File: config.mk
export PLATFORM = sky130hd
export DESIGN_NAME = logic_bank_sweeper
export DESIGN_NICKNAME = d
export VERILOG_FILES = /design/src/rtl/logic_bank_sweeper.sv
export SDC_FILE = /design/constraint.sdc
export NUM_CORES = 1
export LEC_CHECK = 0
export ABC_AREA = 1
export CORE_MARGIN = 2
export CORE_UTILIZATION = 35
export CTS_BUF_LIST = sky130_fd_sc_hd__clkbuf_16
export CTS_CLUSTER_SIZE = 25
export DETAILED_ROUTE_END_ITERATION = 7
export GPL_ROUTABILITY_DRIVEN = 0
export HOLD_SLACK_MARGIN = 0.05
export PLACE_DENSITY = 0.59
export SYNTH_ARGS = -nofsm -noshare
export SYNTH_HDL_FRONTEND = slang
export SYNTH_SLANG_ARGS = --single-unit
File: constraint.sdc
create_clock -name clk -period 2.45 [get_ports clk]
set_input_delay 0.245 -clock clk [delete_from_list [all_inputs] [get_ports clk]]
set_output_delay 0.245 -clock clk [all_outputs]
set_load 0.005 [all_outputs]
File: src/rtl/logic_bank_sweeper.sv
// logic_bank_sweeper: walks the logic bank through a vector range,
// compacting sampled results into a MISR and counting pattern hits.
module logic_bank_sweeper #(
  parameter int VEC_W = 16,
  parameter int RES_W = 8,
  parameter int SIG_W = 16,
  parameter logic [SIG_W-1:0] SIG_POLY = SIG_W'(16'h8016),
  parameter int SETTLE = 1
) (
  input  logic             clk,
  input  logic             rst_n,
  input  logic             start,
  input  logic             abort,
  input  logic [VEC_W-1:0] start_vec,
  input  logic [VEC_W-1:0] end_vec,
  input  logic [RES_W-1:0] match_mask,
  input  logic [RES_W-1:0] match_val,
  output logic [VEC_W-1:0] bank_in,
  input  logic [RES_W-1:0] bank_out,
  output logic             busy,
  output logic             done,
  output logic             aborted,
  output logic [SIG_W-1:0] signature,
  output logic [SIG_W-1:0] hit_count
);

  typedef enum logic [1:0] {
    IDLE,
    HOLD,
    SAMPLE,
    FIN
  } state_t;

  localparam logic [3:0] SETTLE_L = 4'(SETTLE);
  localparam state_t FIRST = (SETTLE > 0) ? HOLD : SAMPLE;

  state_t           state_q;
  logic [VEC_W-1:0] vec_q;
  logic [VEC_W-1:0] end_q;
  logic [RES_W-1:0] mask_q;
  logic [RES_W-1:0] val_q;
  logic [3:0]       cnt_q;
  logic             busy_q;
  logic             done_q;
  logic             abt_q;
  logic [SIG_W-1:0] sig_q;
  logic [SIG_W-1:0] hit_q;

  logic             match;
  logic [SIG_W-1:0] sig_d;
  logic [SIG_W-1:0] hit_d;

  always_comb begin
    match = ((bank_out ^ val_q) & mask_q) == '0;
    sig_d = {sig_q[SIG_W-2:0], 1'b0}
          ^ (sig_q[SIG_W-1] ? SIG_POLY : '0)
          ^ SIG_W'(bank_out);
    hit_d = hit_q;
    if (match && (hit_q != '1)) begin
      hit_d = hit_q + SIG_W'(1);
    end
  end

  always_ff @(posedge clk or negedge rst_n) begin
    if (!rst_n) begin
      state_q <= IDLE;
      vec_q   <= '0;
      end_q   <= '0;
      mask_q  <= '0;
      val_q   <= '0;
      cnt_q   <= '0;
      busy_q  <= 1'b0;
      done_q  <= 1'b0;
      abt_q   <= 1'b0;
      sig_q   <= '0;
      hit_q   <= '0;
    end else begin
      done_q <= 1'b0;
      unique case (state_q)
        IDLE: begin
          if (start) begin
            vec_q   <= start_vec;
            end_q   <= end_vec;
            mask_q  <= match_mask;
            val_q   <= match_val;
            cnt_q   <= SETTLE_L;
            sig_q   <= '0;
            hit_q   <= '0;
            abt_q   <= 1'b0;
            busy_q  <= 1'b1;
            state_q <= FIRST;
          end
        end
        HOLD: begin
          if (abort) begin
            abt_q   <= 1'b1;
            busy_q  <= 1'b0;
            done_q  <= 1'b1;
            state_q <= FIN;
          end else begin
            cnt_q <= cnt_q - 4'd1;
            if (cnt_q <= 4'd1) begin
              state_q <= SAMPLE;
            end
          end
        end
        SAMPLE: begin
          // abort wins: the current vector is dropped unsampled
          if (abort) begin
            abt_q   <= 1'b1;
            busy_q  <= 1'b0;
            done_q  <= 1'b1;
            state_q <= FIN;
          end else begin
            sig_q <= sig_d;
            hit_q <= hit_d;
            if (vec_q == end_q) begin
              busy_q  <= 1'b0;
              done_q  <= 1'b1;
              state_q <= FIN;
            end else begin
              vec_q   <= vec_q + VEC_W'(1);
              cnt_q   <= SETTLE_L;
              state_q <= FIRST;
            end
          end
        end
        FIN: begin
          state_q <= IDLE;
        end
        default: begin
          state_q <= IDLE;
        end
      endcase
    end
  end

  assign bank_in   = vec_q;
  assign busy      = busy_q;
  assign done      = done_q;
  assign aborted   = abt_q;
  assign signature = sig_q;
  assign hit_count = hit_q;

endmodule

==> results by group <==
Drt
  – DR iter-0 viols: ~290
  – Drc violations: 0
  – Routed len/inst: between 10 and 15 um
  – Vias post-DR: 4639
  – Vias/cell: 4.827
  – Antenna Nets Post-Route: 0
  – Routed WL: between 10 and 15 mm
  – Drt first pass iters: 4

Timing
  – Max-slew violations: 0
  – RSZ-0062 raised after global routing: no
  – Peak Freq: approximately 500 MHz
  – Final Critical Period: approximately 2000 ps
  – Slew headroom: 0.6241
  – Worst Max-Slew Pin Slew: approximately 560 ps
  – Final WS setup: 459.9 ps
  – Period utilization: 0.8123
  – Setup Skew: 5.936 ps
  – Setup Viol. Count Final: 0
  – Hold Fails Final Rpt: 0
  – TNS Setup: 0 ps
  – Hold slack: 394.0 ps

Synthesis
  – Syn_area_per_cell: approximately 7.7 um2
  – Yosys top cell area share: 0.4377
  – Distinct cells, synth: 33
  – #FFs+latches synth: 89
  – YS warnings: 0
  – Register area share after synthesis: 0.4377
  – Post-Syn Area: ~0.0051 mm2
  – Async S/R FF share, synth: 1.000
  – Top cells by area, synth: dfrtp_1, nand2_1, nor2_1, inv_1, nand3_1
  – Syn Inst Count: about 660
  – Post-synth EDFFs: 0
  – Syn Nets: 730
  – Post-synth top flop: dfrtp_1
  – Largest area contributor in the netlist: dfrtp_1

Setup path
  – WP data arrival: between 2000 and 2500 ps
  – Worst R2R Setup Slack: about 460 ps
  – Max incr delay on CP: 500 ps
  – Cells along the critical path: ha_1 > nand2_1 > nor2_4 > nand4_1 > nand3_1 > nand2_2 > nand2_4 > nand2_1 > nand2_1
  – CP max FO: 17
  – CP most frequent cell: nand2_1
  – Req. time, crit path: around 2700 ps
  – R2R Path End: hit_count[15]
  – R2R depth: 9
  – Delay-heaviest family, CP: simple AND/OR/NAND/NOR gates
  – CP Depth: 9
  – Slowest cell on the critical path: dfrtp_1
  – Worst setup SP type: flip-flop
  – RR Startpoint: hit_count[0]
  – Kind of critical path: reg2reg
  – Crit. End Element: flip-flop
  – WP buf/inv: 0

Placed design
  – Post-DP Area: 0.006406 mm2
  – Port bufs: 110
  – Setup WS pre-CTS: between 300 and 400 ps
  – Placed Cells: about 940
  – Placed wire-length estimate: 9.763 mm

CTS
  – Clock slew at reported path FFs: ~70 ps
  – Max Buffers Root-to-Sink: 2
  – H-tree levels: 3
  – Post-CTS setup buffers: 0
  – Clock latency at the later pin of the worst-skew pair: roughly 340 ps
  – Clock sink count: 89
  – CTS tree: done
  – CTS Buf Count: 9
  – CTS root buf: clkbuf_16

Floorplanning
  – DIE HEIGHT: about 120 um
  – Ports: 111
  – Initial core utilization: 0.3541
  – Die extent in x: roughly 120 um
  – Total die area: 0.01552 mm2
  – Core area: approximately 0.014 mm2
  – Site Rows: 44

Power and ir drop
  – P_leak: 3.056 nW
  – PwrDens: roughly 1100 mW/mm2
  – Design Power: 7.352 mW
  – Maximum vdd drop: around 0.00056 V

Final layout
  – Synth-to-layout area growth: 31.60%
  – Finished Core Util: 0.4660
  – Diode count: 0
  – Final instance area: around 0.0067 mm2
  – Post-route insts no fill: slightly below 1000
  – Share of cells above drive strength 1: 0.1081
  – Nets@finish: roughly 840
  – Filler cells: 1433

GRT
  – Antenna violations before repair: 0
  – GRT overflow: 0
  – First-pass GRT wire length: roughly 23 mm
  – GR Util All Layers: 0.1777
  – Vias in the first global route: approximately 4600
  – Largest net degree at the start of global routing: 51

Run
  – # Max-Cap Violations: 0

Outcome
  – Outcome: complete, no violations

Worst hold path
  – Worst Hold Class: in2async
==> power by group <==
part           switching, mW  total [mW]  internal [mW]
clock network          0.614        1.31          0.697
registers              0.521        2.57           2.05
logic                   1.91        3.47           1.56
==> per-layer routing <==
layer	global-route usage	wire, um	vias up
met1	0.2392	6190	2179
met3	0.03093	513	14
li1	-	-	2352
met2	0.2896	6527	94
met4	0.06081	203	0
met5	0	0	-
==> state kept, by name, summed over array words and instances (netlist names) <==
name,flops
done,1
end_q,16
busy,1
val_q,8
cnt_q,4
hit_count,16
mask_q,8
bank_in,16
aborted,1
state_q,2
signature,16
==> cell families (layout without fill, tap and decap cells) <==
group	after synthesis	after routing	synth area share
xor+xnor	22	22	0.03787
fa+ha+maj	9	9	0.02213
flops	89	89	0.4377
compound gates	78	78	0.09565
buf+inv	91	207	0.07573
simple gates	357	357	0.2978
mux	15	15	0.03319
==> how the worst max path moves through the flow <==
stage	slack, ps	from	to
floorplan	740	state_q[0]	bank_in[8]
global placement	430	bank_out[7]	hit_count[1]
global route	290	hit_count[0]	hit_count[7]
detailed placement	370	bank_out[7]	hit_count[7]
CTS	460	hit_count[0]	hit_count[15]
finish	460	hit_count[0]	hit_count[15]
==> cells in the mapped netlist (2+ instances only) <==
cell type / count
a21oi_1: 23
nand3_1: 42
nor2_2: 5
mux2_2: 15
buf_6: 4
nand4_1: 14
nor2_4: 3
nor2_1: 65
o21ai_0: 16
nand2_1: 205
nand2_2: 3
buf_2: 5
inv_1: 60
or2_2: 3
dfrtp_1: 89
a31oi_1: 2
o22ai_1: 15
or2_1: 3
o21ai_1: 3
xnor2_1: 9
ha_1: 9
xor2_1: 13
buf_4: 2
inv_2: 11
o21ai_2: 15
clkbuf_1: 9
nor3_1: 11
o211ai_1: 2
==> layout make-up <==
class / instances / area (um2) / area share
clock buffer: 9 / 225.2 / 0.03363
clock inverter: 7 / 55.05 / 0.008221
inverter: 71 / 266.5 / 0.03980
multi-input combinational: 481 / 2479 / 0.3701
sequential: 89 / 2227 / 0.3326
tap: 184 / 230.2 / 0.03438
timing repair buffer: 120 / 1214 / 0.1812
==> cell usage in the layout (no fill, tap or decap), drive strengths merged, types with 13 or more instances in the layout <==
cell type and instances:
o21ai 35, clkdlybuf4s50 109, nor2 73, inv 73
o22ai 15, xor2 13, nand2 209, a21oi 23
nand4 14, mux2 15, nand3 43, dfrtp 89
==> worst reg2reg max path, cell delays in order (launching register included) <==
cell	delay, ps
dfrtp_1	500
ha_1	250
nand2_1	130
nor2_4	160
nand4_1	130
nand3_1	120
nand2_2	240
nand2_4	270
nand2_1	80
nand2_1	70
==> repair_timing <==
item	4_1_cts	5_1_grt
hold buffers	1	0
resized for setup	0	0
hold endpoints to repair	28	0
Note: power is estimated with default switching activity, not from simulation.
